### config.mk
export PLATFORM = sky130hd
export DESIGN_NAME = pipe_skid_reg
export DESIGN_NICKNAME = d
export VERILOG_FILES = /design/src/rtl/pipe_reg_pkg.sv /design/src/rtl/pipe_skid_reg.sv
export SDC_FILE = /design/constraint.sdc
export NUM_CORES = 1
export LEC_CHECK = 0
export CAP_MARGIN = 10
export CORE_MARGIN = 4
export CORE_UTILIZATION = 45
export DETAILED_ROUTE_END_ITERATION = 12
export HOLD_SLACK_MARGIN = 0.02
export PLACE_DENSITY = 0.73
export SKIP_CTS_REPAIR_TIMING = 1
export SYNTH_ARGS = -nofsm -noshare
export SYNTH_HDL_FRONTEND = slang
export SYNTH_SLANG_ARGS = --single-unit
### constraint.sdc
create_clock -name clk -period 1.64 [get_ports clk]
set_clock_uncertainty 0.2 [all_clocks]
set_input_delay 0.246 -clock clk [delete_from_list [all_inputs] [get_ports clk]]
set_output_delay 0.246 -clock clk [all_outputs]
set_load 0.01 [all_outputs]
### src/rtl/pipe_reg_pkg.sv
// Shared types for the inter-stage pipeline registers: skid FSM encoding and buffer depth.
package pipe_reg_pkg;

    typedef enum logic [1:0] {
        EMPTY = 2'b00,
        BUSY  = 2'b01,
        FULL  = 2'b10
    } pipe_state_t;

    localparam int unsigned PIPE_SKID_DEPTH = 2;

endpackage

### src/rtl/pipe_skid_reg.sv
// Generic valid/ready pipeline register with a main + skid entry, global stall and masked flush.
// Optional bubble counter enabled by defining PIPE_SKID_REG_BUBBLE_CNT_EN.
module pipe_skid_reg
    import pipe_reg_pkg::*;
#(
    parameter int unsigned          DATA_W   = 16,
    parameter logic [DATA_W-1:0]    CLR_MASK = {DATA_W{1'b1}},
    parameter int unsigned          CNT_W    = 16
) (
    input  logic              clk,
    input  logic              rst_n,
    input  logic              stall,
    input  logic              flush,
    input  logic              in_valid,
    input  logic [DATA_W-1:0] in_data,
    output logic              in_ready,
    output logic              out_valid,
    output logic [DATA_W-1:0] out_data,
    input  logic              out_ready,
    output logic [CNT_W-1:0]  bubble_cnt
);

    pipe_state_t       state_q, state_d;
    logic [DATA_W-1:0] main_q, main_d;
    logic [DATA_W-1:0] skid_q, skid_d;
    logic              in_fire, out_fire;

    // in_ready depends only on registered occupancy and stall, never on out_ready
    assign in_ready  = (state_q != FULL) & ~stall;
    assign out_valid = (state_q != EMPTY);
    assign out_data  = main_q;
    assign in_fire   = in_valid & in_ready;
    assign out_fire  = out_valid & out_ready & ~stall;

    always_comb begin
        state_d = state_q;
        main_d  = main_q;
        skid_d  = skid_q;
        if (flush) begin
            state_d = EMPTY;
            main_d  = main_q & ~CLR_MASK;
            skid_d  = skid_q & ~CLR_MASK;
        end else begin
            unique case (state_q)
                EMPTY: begin
                    if (in_fire) begin
                        state_d = BUSY;
                        main_d  = in_data;
                    end
                end
                BUSY: begin
                    if (in_fire && out_fire) begin
                        main_d = in_data;
                    end else if (in_fire) begin
                        state_d = FULL;
                        skid_d  = in_data;
                    end else if (out_fire) begin
                        state_d = EMPTY;
                    end
                end
                FULL: begin
                    if (out_fire) begin
                        state_d = BUSY;
                        main_d  = skid_q;
                    end
                end
                default: state_d = EMPTY;
            endcase
        end
    end

    always_ff @(posedge clk or negedge rst_n) begin
        if (!rst_n) begin
            state_q <= EMPTY;
            main_q  <= '0;
            skid_q  <= '0;
        end else begin
            state_q <= state_d;
            main_q  <= main_d;
            skid_q  <= skid_d;
        end
    end

`ifdef PIPE_SKID_REG_BUBBLE_CNT_EN
    logic [CNT_W-1:0] cnt_q;

    always_ff @(posedge clk or negedge rst_n) begin
        if (!rst_n) begin
            cnt_q <= '0;
        end else if (!out_valid && (cnt_q != '1)) begin
            cnt_q <= cnt_q + CNT_W'(1);
        end
    end

    assign bubble_cnt = cnt_q;
`else
    assign bubble_cnt = '0;
`endif

endmodule

* After elaboration in Yosys (flattened, before gate mapping) *
Index checks and enable logic that the tools add are counted.

word-level totals
  register bits after elaboration = 34
  ROM bits = 0
  RAM bits = 0
  input port bits = 22
  memories kept = 0
  bits in latches = 0

operators by class
  mux-type cells = 15
  magnitude comparators = 0
  shift operators = 0
  bitwise gates (word level) = 5
  reductions and logical operators = 9
  add/sub/neg operators = 0
  div/mod/pow operators = 0
  multipliers = 0
  equality and inequality tests = 9

operators with widths
  cell                                                                   count
  16-bit 2-to-1 mux                                                      7
  16-bit case mux with 3 select lines                                    1
  2-bit 2-to-1 mux                                                       6
  3-bit inequality test, second input constant                           4
  4-bit AND reduction                                                    2
  2-bit case mux with 3 select lines                                     1
  2-bit nonzero test                                                     3
  1-bit bitwise AND                                                      4
  2-bit inequality test, second input constant                           2
  4-bit inequality test, second input constant                           1
  4-bit nonzero test                                                     1
  3-bit AND reduction                                                    1
  2-bit by 1-bit equality test with 1-bit output, second input constant  1
  2-bit equality test, second input constant                             1
  2-bit zero test                                                        1
  1-bit logical AND                                                      1
  1-bit inverter                                                         1

* Logic depth before layout (Yosys ltp) *
Gate-level depths: netlist of the first run.

  depth after elaboration = 8
  depth in mapped cells = 7
  gate-level depth less buffers = 4

* Least setup slack after synthesis of the first run *
No wires, ideal clock.

  kind = reg-to-reg
  start point = register state_q[0]
  end point = register main_q[10] (netlist: out_data[10])
  data arrival time = 1136 ps
  slack = 157 ps
  cell stages (with the launch flop) = 6
  data required time = 1293 ps
  path through = dfrtp_1 -> and3b_1 -> a31oi_4 -> buf_2 -> o21ai_1 -> o41ai_2

between the ends
  longest elaborated chain between the ends = 6

RTL lines
  item                                                         line                                      RTL
  start: declaration                                           pipe_skid_reg.sv:23                       pipe_state_t state_q, state_d;
  start signal: assignment                                     pipe_skid_reg.sv:78                       state_q <= state_d;
  2-bit inequality test or 2-bit nonzero test (tied branches)  pipe_skid_reg.sv:29, pipe_skid_reg.sv:30
  1-bit bitwise AND (on tied branches)                         pipe_skid_reg.sv:29, pipe_skid_reg.sv:33
  1-bit bitwise AND (on tied branches)                         pipe_skid_reg.sv:32, pipe_skid_reg.sv:33
  1-bit logical AND                                            pipe_skid_reg.sv:52                       if (in_fire && out_fire) begin
  3-bit inequality test (no line)                              -
  4-bit AND reduction (no line)                                -
  end signal: assignment                                       pipe_skid_reg.sv:79                       main_q <= main_d;
  end: declaration                                             pipe_skid_reg.sv:24                       logic [DATA_W-1:0] main_q, main_d;

Parallel ways exist; a longest one is shown, timed or not.
A chain may end at the register's enable or synchronous reset.

* Worst setup path after layout of the first run *
  start point = register state_q[1]
  end point = register main_q[8] (netlist: out_data[8])

Same word-level chain as after synthesis.

==> run metrics, run 1 <==
CTS sink cnt 34; Hold Path Class in2async; Synth area leader dfrtp_1; Fin Setup TNS 0 ns; synth top area cells dfrtp_1 41%, o41ai_2 11%, mux2i_1 7.8%, buf_4 5.8%, nor2b_1 4.9%; final setup margin 0.00215 ns; CORE AREA 4380 sq um; area of the multi-input gates just over 1000 sq um; Vias/cell 5.32; Worst-Skew Late Latency 0.29 ns; DRC errors left 0; Tot Pwr 1890 uW; Tmin final 1.64 ns; Ant. Diodes 0; FF+latch area 852 sq um; starting DRC count in detailed routing 117; outcome finished, final reports clean; placed instance area 2450 sq um; Area Overhead vs Synth 26.5%; number of fill cells in the layout 367; R2R cell count 5; Seq/Total Area, Yosys 0.413; Layout Nets 262; final setup fails 0; fmax 0.611 GHz; origin of the worst setup path state_q[1]$_DFFE_PN0P_; Final Hold Fails 0; IO Pins 56; pwr dens 726 nW/um^2; Mean Syn Cell Area 10.2 sq um; worst-path fanout max 16; Min Hold Slack about 0.12 ns; Clock Root Buffer clkbuf_8; DR WL/cell 15.4 microns; dpl ws -0.313 ns; remaining antenna violation count 0; Starting Density 0.470; global-route wire length before repair between 7000 and 8000 microns; crit share post-route 0.999; Via Count 1560; final instance area around 2600 sq um; #FFs+latches synth 34; die area 5720 sq um; most frequent cells in the layout 33 x dfrtp_1, 19 x clkdlybuf4s50_1, 18 x dlymetal6s2s_1; number of global-route vias before repair 1429; clk buf depth 2; leakage power ~0.0015 uW; H-tree depth 2; row cnt 24; reg-to-reg endpoint out_data[8]$_DFFE_PN0P_; number of port buffers 39; Startpoint Class flip-flop; RSZ-0062 raised after global routing true; synth unique cells 27; DRT Pass-1 Iters 4; Syn. warnings 0; setup slack, reg-to-reg 0.002 ns; final max-slew violation count 0; die span in x 75.7 microns; reg2reg start state_q[1]$_DFFE_PN0P_; Post-Syn Instances 202; largest net degree at the start of global routing roughly 50; ratio of cells with drive above 1 in the final layout 0.178; TritonCTS Buffers 5; DP HPWL 2940 microns; max capacitance violation total 0; CTS tree done; Setup Crit Path Kind reg2reg; total grt overflow 0; most common cell after layout, fill and taps aside dfrtp_1; crit path DAT around 1.6 ns; Crit path required time 1.61 ns; final wirelength 4510 microns; Max VDD drop 0.467 mV; total track usage 0.168; initial antenna violation count 0; Setup crit end kind flip-flop; Synth top area share 0.413; gpl congestion 0.769; die height between 70 and 80 microns; Netlist Area Pre-Place between 2000 and 2500 sq um; Reg clk slew, reported paths 0.07 ns
-- registers in the layout, summed over array words and instances (netlist names) --
name	flops
out_data	16
skid_q	16
state_q	2
-- critical path, cell delays in order (launching register included) --
cell and delay [ns]:
dfrtp_1 0.41, buf_4 0.15, nand2b_1 0.15, buf_12 0.20, mux2i_1 0.31, o41ai_2 0.09
-- kinds of logic after synthesis --
logic type / Yosys count / share of synthesized area
simple gates: 43 / 0.115
other cells: 1 / 0.00182
flops: 34 / 0.413
compound gates: 71 / 0.266
mux: 16 / 0.0778
buf+inv: 37 / 0.126
-- per-stage QoR --
stage,utilization,instances
finish,0.594,293
global route,0.594,293
CTS,0.579,292
detailed placement,0.558,284
global placement,0.558,284
floorplan,-,217
-- cell usage after synthesis --
cell	n
nand2b_1	2
conb_1	1
o21ai_1	18
a32oi_1	1
buf_6	5
or2_2	1
nor2_1	4
nor2b_1	16
dfrtp_1	34
inv_1	2
o21ai_0	14
nand2_1	17
clkbuf_1	7
buf_2	6
o211ai_1	1
o41ai_2	14
buf_12	1
and3b_1	1
nand4bb_1	1
a21o_1	1
buf_4	16
o41ai_1	2
o22ai_1	1
nor2_8	1
mux2i_1	16
a31oi_4	1
a21oi_1	18
-- power by group --
| part | switching (uW) | internal [uW] | leakage (uW) |
|---|---|---|---|
| Sequential | 17.0 | 867 | 0.000466 |
| Combinational | 198 | 164 | 0.000973 |
| Clock | 306 | 339 | 0.0000482 |
-- how the worst max path moves through the flow --
| stage | endpoint | slack (ns) |
|---|---|---|
| finish | out_data[8]$_DFFE_PN0P_ | 0.002 |
| global route | out_data[7]$_DFFE_PN0P_ | -0.08 |
| CTS | out_valid | -0.35 |
| detailed placement | skid_q[3]$_DFFE_PN0P_ | -0.31 |
| global placement | in_ready | -0.29 |
| floorplan | out_data[10]$_DFFE_PN0P_ | 0.16 |
-- layer usage --
metal  wire length [microns]  track usage  up-vias
li1                        -            -      772
met1                    2050        0.234      738
met2                    2160        0.253       43
met3                     216       0.0356        7
met4                      82       0.0699        0
met5                       0            0        -
-- final cells by class --
type                            count  share of cell area
Tap cell                           52              0.0250
Sequential cell                    34               0.327
Clock buffer                        7              0.0331
Clock inverter                      1             0.00192
Timing Repair Buffer               50               0.214
Multi-Input combinational cell    147               0.396
Inverter                            2             0.00288
No activity file was read; power rests on OpenSTA's default activity.
==> inputs of run 2 (changes only) <==
ABC_AREA = 1   (was not set)
CORE_MARGIN = not set   (was 4)
PLACE_DENSITY = 0.76   (was 0.73)
==> run 2 against run 1 <==
  * Clock power increased by 47%
  * Count of clock-buffer cells in the layout decreased by 1
  * The run now ends with negative setup slack left
  * Hold slack improved by 0.0088 ns
  * Largest cell class unchanged
==> run metrics, run 2 <==
CORE AREA 3720 sq um; global-route wire length before repair approximately 6500 microns; IO Pins 56; synth top area cells dfrtp_1 48%, nand2_1 15%, buf_4 7.2%, nand3_1 5.7%, a21oi_1 4.8%; Vias/cell approximately 5; Syn. warnings 0; Worst-Margin Slew approximately 0.57 ns; synth unique cells 22; Setup crit end kind flip-flop; DP HPWL 2650 microns; die span in x between 60 and 70 microns; total track usage 0.205; DRC errors left 0; row cnt 22; ratio of cells with drive above 1 in the final layout 0.230; Worst-Skew Late Latency 0.28 ns; failing checks negative setup slack; final wirelength 4070 microns; number of global-route vias before repair 1458; Post-synth EDFFs 0; die area 4170 sq um; fmax 0.607 GHz; H-tree depth 2; DR WL/cell 12.5 microns; initial antenna violation count 0; Min Hold Slack 0.128 ns; Startpoint Class input pin; clk buf depth 2; most common cell after layout, fill and taps aside nand2_1; most frequent cell after synthesis nand2_1; Tmin final around 1.6 ns; #FFs+latches synth 34; starting DRC count in detailed routing 90; remaining antenna violation count 0; pwr dens between 1000 and 1500 nW/um^2; worst-path fanout max 32; Starting Density 0.474; Clock Root Buffer clkbuf_8; Setup Crit Path Kind in2reg; crit share post-route 1.00; Final Hold Fails 0; setup slack, reg-to-reg 0.01 ns; final max-slew violation count 0; Via Count 1598; Tot Pwr 2830 uW; Reg clk slew, reported paths 0.07 ns; Final Non-Filler Cells 326; most frequent cells in the layout 66 x nand2_1, 34 x dfrtp_1, 22 x clkdlybuf4s50_1; number of port buffers 39; placed cells 316; outcome finished with violations; Layout Nets 299; ys flop type dfrtp_1; DRT Pass-1 Iters 4; final setup fails 2; max capacitance violation total 0; Crit path required time 1.58 ns; Synth top area share 0.483; R2R cell count 9; Netlist Area Pre-Place 1760 sq um; final setup margin -0.00648 ns; leakage power 0.00147 uW; dpl ws -0.620 ns; RSZ-0062 raised after global routing true; reg2reg start state_q[0]$_DFFE_PN0P_; number of fill cells in the layout 276; Seq/Total Area, Yosys 0.483; crit path DAT 1.58 ns; ys async rst share 1.00; TritonCTS Buffers 5; Mean Syn Cell Area 7.91 sq um; largest net degree at the start of global routing 35; Ant. Diodes 0; die height between 60 and 70 microns; Synth area leader dfrtp_1; Post-Syn Instances ~220; Hold Path Class in2async; Max VDD drop 0.526 mV; Area Overhead vs Synth 48.8%; reg-to-reg endpoint out_data[9]$_DFFE_PN0P_; Slew Limit Headroom 0.618; gpl congestion just over 0.8; total grt overflow 0; synth cell count leaders 70 x nand2_1, 34 x dfrtp_1, 21 x nor2_1, 20 x nand3_1; CTS sink cnt 34; CTS tree done
[run 2: power breakdown]
| part | switching, uW | internal [uW] | total, uW |
|---|---|---|---|
| combinational | 441 | 401 | 843 |
| sequential | 73.2 | 967 | 1040 |
| clock | 297 | 648 | 945 |
[run 2: worst max-delay path by stage]
stage	endpoint	start	slack (ns)
after floorplan	out_data[10]$_DFFE_PN0P_	state_q[1]$_DFFE_PN0P_	0.13
after global placement	skid_q[11]$_DFFE_PN0P_	stall	-0.50
after detailed placement	skid_q[14]$_DFFE_PN0P_	stall	-0.62
after CTS	in_ready	stall	-0.34
after global routing	skid_q[10]$_DFFE_PN0P_	stall	-0.17
final	skid_q[4]$_DFFE_PN0P_	stall	-0.006
[run 2: layout make-up]
type	instances	area, sq um	share of cell area
clock buffers	6	82.6	0.0315
multi-input cells	172	908	0.346
flip-flops and latches	34	851	0.324
repair buffers	57	627	0.239
clock inverters	2	60.1	0.0229
inverters	7	33.8	0.0129
well taps	48	60.1	0.0229
[run 2: cells by family after synthesis]
kind of cell / count (synthesis) / synth area share
AO/OA/AOI/OAI: 35 / 0.106
buffers and inverters: 32 / 0.114
flip-flops: 34 / 0.483
other: 1 / 0.00213
AND/OR/NAND/NOR: 121 / 0.296
[run 2: layer usage]
layer  vias to the layer above  wire, microns  GRT usage
met5                         -              0          0
met1                       746           1800      0.264
li1                        793              -          -
met2                        52           2030      0.333
met3                         7            181     0.0370
met4                         0             61      0.100
[run 2: metrics by stage]
step,util,setup TNS (ns),cell area (sq um)
after global routing,0.706,-2.62,2620
after floorplan,-,0,1820
after global placement,0.607,-11.43,2260
after detailed placement,0.607,-12.83,2260
final,0.706,-0.00655,2620
after CTS,0.645,-5.03,2400
[run 2: worst max-delay path: stages]
cell and delay, ns:
clkdlybuf4s50_1 0.48, inv_1 0.07, nand4_2 0.09, nor2_1 0.07
nor2_4 0.45, o21ai_0 0.17
==> inputs of run 3 (changes only) <==
CORE_MARGIN = 5   (was not set)
SKIP_CTS_REPAIR_TIMING = not set   (was 1)
clock period = 2 ns   (was 1.64 ns; I/O delays follow)
==> run 3 against run 2 <==
  * The run now ends clean
  * Count of clock-buffer cells in the layout did not move
  * Clock power fell by 33%
  * Sequential power fell by 18%
  * Combinational power fell by 32%
  * Largest cell class is now sequential cells
  * Hold slack improved by 0.094 ns
  * Power fell by 27%
  * Via count fell by 4.4%
  * Critical endpoint is now out_valid
==> run metrics, run 3 (synthesis results as in run 2) <==
outcome finished, final reports clean; Reg clk slew, reported paths ~0.070 ns; fmax 0.515 GHz; final max-slew violation count 0; ratio of cells with drive above 1 in the final layout 0.122; number of global-route vias before repair about 1500; number of port buffers 39; DRT Pass-1 Iters 4; crit share post-route 0.971; final setup margin 0.0589 ns; Ant. Diodes 0; dpl ws -0.297 ns; CTS sink cnt 34; Clock Root Buffer clkbuf_8; DRC errors left 0; remaining antenna violation count 0; Tmin final 1.94 ns; IO Pins between 50 and 60; DR WL/cell 12.1 microns; cts repair resizes 1; Via Count roughly 1500; Startpoint Class flip-flop; leakage power 0.00115 uW; die span in x 72.6 microns; Area Overhead vs Synth 30.4%; global-route wire length before repair roughly 6400 microns; reg2reg start state_q[0]$_DFFE_PN0P_; Vias/cell 4.80; most frequent cells in the layout 70 x nand2_1, 38 x clkdlybuf4s50_1, 33 x dfrtp_1; Slew Limit Headroom 0.627; CORE AREA between 3000 and 4000 sq um; Setup crit end kind output pin; Layout Nets 292; Setup Crit Path Kind reg2out; starting DRC count in detailed routing 103; DP HPWL 2720 microns; total grt overflow 0; row cnt 22; pwr dens 895 nW/um^2; Finished Core Util 0.619; final setup fails 0; H-tree depth 2; RSZ-0062 raised after global routing false; TritonCTS Buffers 5; most common cell after layout, fill and taps aside nand2_1; crit path DAT 1.44 ns; die height 72.6 microns; Starting Density 0.474; hold_buf cts 0; Hold Path Class in2async; total track usage 0.154; largest net degree at the start of global routing 35; Worst-Skew Late Latency 0.28 ns; Crit path required time 1.50 ns; gpl congestion 0.870; Max VDD drop 0.601 mV; CTS tree done; clk buf depth 2; Post-CTS Setup Repair Bufs 0; max capacitance violation total 0; initial antenna violation count 0; die area between 5000 and 6000 sq um; origin of the worst setup path state_q[0]$_DFFE_PN0P_; worst-path fanout max 6; Final Hold Fails 0; Worst-Margin Slew 0.558 ns; final wirelength 3860 microns
## run 3: worst max-delay path, cell delays in order (launching register included)
cell             delay [ns]
dfrtp_1                0.40
inv_2                  0.10
nand2_2                0.11
clkdlybuf4s50_1        0.55
## run 3: routing by layer
metal  track usage  wire length, microns  vias to the layer above
met3        0.0399                   265                        6
met4        0.0615                    65                        0
met1         0.195                  1760                      688
met5             0                     0                        -
met2         0.252                  1770                       55
li1              -                     -                      778
## run 3: path summary, 6_finish.rpt
kind	cells past startpoint	to	slack (ns)
min in group clk	2	out_data[11]$_DFFE_PN0P_	0.27
hold reg to reg	2	out_data[11]$_DFFE_PN0P_	0.27
hold / removal	2	out_data[11]$_DFFE_PN0P_	0.22
max in group asynchronous	2	state_q[1]$_DFFE_PN0P_	1.05
setup reg to reg	9	state_q[1]$_DFFE_PN0P_	0.24
setup / recovery	3	out_valid	0.06
## run 3: area by class of cell
class	count	area, sq um
inverters	7	28.8
repair buffers	50	472
clock inverters	1	30.0
multi-input cells	172	773
well taps	48	60.1
fillers	314	1420
clock buffers	6	82.6
flip-flops and latches	34	852
## run 3: through the flow
| step | power, uW | cell area [sq um] | hold WS [ns] | std cells | setup TNS (ns) |
|---|---|---|---|---|---|
| after CTS | 2080 | 2290 | 0.235 | 318 | 0 |
| after global routing | 2180 | 2300 | 0.267 | 318 | 0 |
| final | 2060 | 2300 | 0.222 | 318 | 0 |
| after detailed placement | 1440 | 2180 | 0.259 | 311 | -4.14 |
| after global placement | 1430 | 2180 | 0.254 | 311 | -3.26 |
| after floorplan | 1180 | 1820 | -0.196 | 238 | 0 |
## run 3: power breakdown
part	total, uW	internal (uW)	switching [uW]
logic	577	274	303
clock network	629	398	231
registers	852	793	58.6
==> edit 1 (settings of run 1) <==
The parameter `CNT_W` goes from 16 to 24.
--- a/src/rtl/pipe_skid_reg.sv
+++ b/src/rtl/pipe_skid_reg.sv
@@ -7,3 +7,3 @@
     parameter logic [DATA_W-1:0]    CLR_MASK = {DATA_W{1'b1}},
-    parameter int unsigned          CNT_W    = 16
+    parameter int unsigned          CNT_W    = 24
 ) (
Interface: changed (resized bubble_cnt); port bits go from 56 to 64. The function was not compared with the original's and may differ.
==> edit 1 against run 1 <==
- sequential share of layout area fell by 2.0 points
- routed wire length up 7.9%
- critical endpoint is now out_data[13]$_DFFE_PN0P_
- setup slack better by 16 ps
- final area grew 6.4%
- synthesized area increased by 2.9%
- sequential cell count unchanged
- total power up 2.5%
- critical path type unchanged
==> edit 1: results <==
[outcome]
status = finished, final reports clean

[global_routing]
grt_pass1_wl_um = 7530
met2_usage_pct = 26.1
use_met3_pct = 2.96
grt_pass1_vias = 1523

[drt]
route.met2.wl_um = 2440
drt-met1-wl_um = 2130
wl_um = 4860
avgViaCountPerCell = 5.32
met3_length_um = 208
vias = 1653

[placement]
dp_hpwl_um = 3140
placed_cell_area_mm2 = 0.00250
dp_cells = 293
dp_slack_ps = -334

[cells_and_area]
layout.nets = 280
drive_gt1_share_pct = 24.7

[yosys]
syn-instance-count = 210
synth_common_cells = dfrtp_1 (34), buf_4 (24), a21oi_1 (18), o21ai_1 (18), nand2_1 (17)
yosysSeqAreaShare_pct = 40.1
synthMuxAreaShare_pct = 7.56
async_flop_share_pct = 100
netlist_top_cells_area = dfrtp_1 (40%), o41ai_2 (11%), buf_4 (8.5%), mux2i_1 (7.6%), nor2b_1 (4.7%)
synth-compound-area-share_pct = 25.8

[power_and_ir_drop]
p_leak_nw = 1.49
seq-power_uw = 881
seq_power_share_pct = 45.5
ir_drop_mv = 0.426
p_sw_uw = 540

[worst_setup_path]
crit_start = state_q[0]$_DFFE_PN0P_
rr_startpoint = state_q[0]$_DFFE_PN0P_
cpPeakStageDelay_ps = 390
worst-path-max-fanout = 12
r2r_slack_ps = 20
r2r-end = out_data[13]$_DFFE_PN0P_
[edit 1: area by class of cell]
class / instances / area [um2]
tap: 52 / 65.1
clock inverter: 1 / 5.00
sequential: 34 / 852
timing repair buffer: 60 / 639
fill: 360 / 1670
clock buffer: 7 / 86.3
multi-input combinational: 155 / 1120
inverter: 2 / 7.51
[edit 1: worst min path at each step]
stage,slack [ps],cells after the start,to
after global placement,330,2,skid_q[15]$_DFFE_PN0P_
after floorplan,-250,0,out_data[0]$_DFFE_PN0P_
final,130,2,state_q[0]$_DFFE_PN0P_
after global routing,130,2,state_q[0]$_DFFE_PN0P_
after detailed placement,330,2,skid_q[3]$_DFFE_PN0P_
after CTS,130,2,state_q[0]$_DFFE_PN0P_
[edit 1: worst max-delay path, delay by kind of cell, from the launching register on]
family                 cells  cell delay (ps)
muxes                      1              160
DFF                        1              390
and+or+nand+nor            1              150
buffers and inverters      2              300
AOI/OAI and AO/OA          1              310
==> edit 2 (config.mk and constraints of run 1) <==
Made on the original files. The 3 states of `pipe_state_t` get a one-hot encoding in 3 bits.
--- a/src/rtl/pipe_reg_pkg.sv
+++ b/src/rtl/pipe_reg_pkg.sv
@@ -3,6 +3,6 @@
 
-    typedef enum logic [1:0] {
-        EMPTY = 2'b00,
-        BUSY  = 2'b01,
-        FULL  = 2'b10
+    typedef enum logic [2:0] {
+        EMPTY = 3'b001,
+        BUSY  = 3'b010,
+        FULL  = 3'b100
     } pipe_state_t;
Function: no difference found for any inputs over 10 cycles, from zero or initial values and one cycle with rst_n low; not proved beyond that.
==> edit 2 against run 1 <==
- the flow now finishes with violations (setup timing)
- via count is 9.2% higher
- routed wire length grew 13%
- setup slack worse by 410 ps
- final area up 11%
- largest cell class unchanged
- synthesized area down 2.9%
- sequential cell count up 1
Power is not compared: it rests on default switching activity, and its combinational part moved more than twofold at a synthesized area within 25%.
==> edit 2: results <==
[outcome]
status = finished, violations left
violations = setup timing

[global_routing]
met2_usage_pct = 30.1
grt_pass1_vias = 1653
grt_max_degree = 36
met1_usage_pct = 22.7
track_usage_pct = 17.8
use_met3_pct = 3.34
grt_pass1_wl_um = 7600

[worst_setup_path]
r2r-end = out_data[13]$_DFFE_PN0P_
cp.arrival_ps = 2010
worst-path-max-fanout = 5
crit_start = state_q[0]$_DFFE_PN1P_
r2r_cells = 6

[yosys]
syn-instance-count = 191
ys_ff_latch = 35
synth_common_cells = dfrtp_1 (34), mux2i_1 (32), buf_4 (19)
yosysSeqAreaShare_pct = 43.9
yosysUniqueCellTypes = 30
netlist_top_cells_area = dfrtp_1 (43%), mux2i_1 (16%), buf_4 (7.1%), nand4b_1 (7.0%), o311ai_1 (4.4%)

[timing]
setup_viol = 21
layout_setup_ws_ps = -410

[power_and_ir_drop]
fin_total_pwr_mw = 2.77

[drt]
avgViaCountPerCell = 5.59
route.met2.wl_um = 2650
highest_layer = met4
wl_um = 5080
met3_length_um = 223
first_iter_violations = 98
drt-met1-wl_um = 2150
avgRoutedWirePerCell_um = 16.7

[placement]
dp_cells = 291
dp_hpwl_um = 3350
port_buffers = 39
place.gp.congestion = 0.836

[cells_and_area]
drive_gt1_share_pct = 23.9
layout.nets = 276

[clock_network]
root_buffer = clkbuf_8
numCtsBuffers = 5
[edit 2: final cells by class]
class | count | area, um2
timing repair buffer | 72 | 752
clock buffer | 8 | 100
sequential | 35 | 877
tap | 50 | 62.6
fill | 321 | 1260
multi-input combinational | 140 | 1090
[edit 2: logic make-up after synthesis]
group,after synthesis,synth area share [%]
xor+xnor,2,0.876
simple gates,66,19.6
other cells,1,0.188
mux,32,16.0
flops,35,43.9
compound gates,24,9.32
buf+inv,31,10.1
[edit 2: per-stage QoR]
step	util [%]	cell area [um2]	hold slack (ps)	setup slack, ps	TNS, ps
3_3_place_gp	61.6	2550	293	-547	-14550
6_report	69.6	2890	121	-410	-7240
5_1_grt	69.6	2890	138	-489	-10050
2_1_floorplan	-	2070	-250	-425	-6700
4_1_cts	64.0	2650	133	-662	-9240
3_5_place_dp	61.6	2550	312	-665	-16220
[edit 2: critical path, stage by stage (launching register included)]
cell and delay [ps]:
dfstp_2 530, or3b_4 400, buf_6 140, nor3_4 220, or2_4 200, clkbuf_16 150, o311ai_4 80
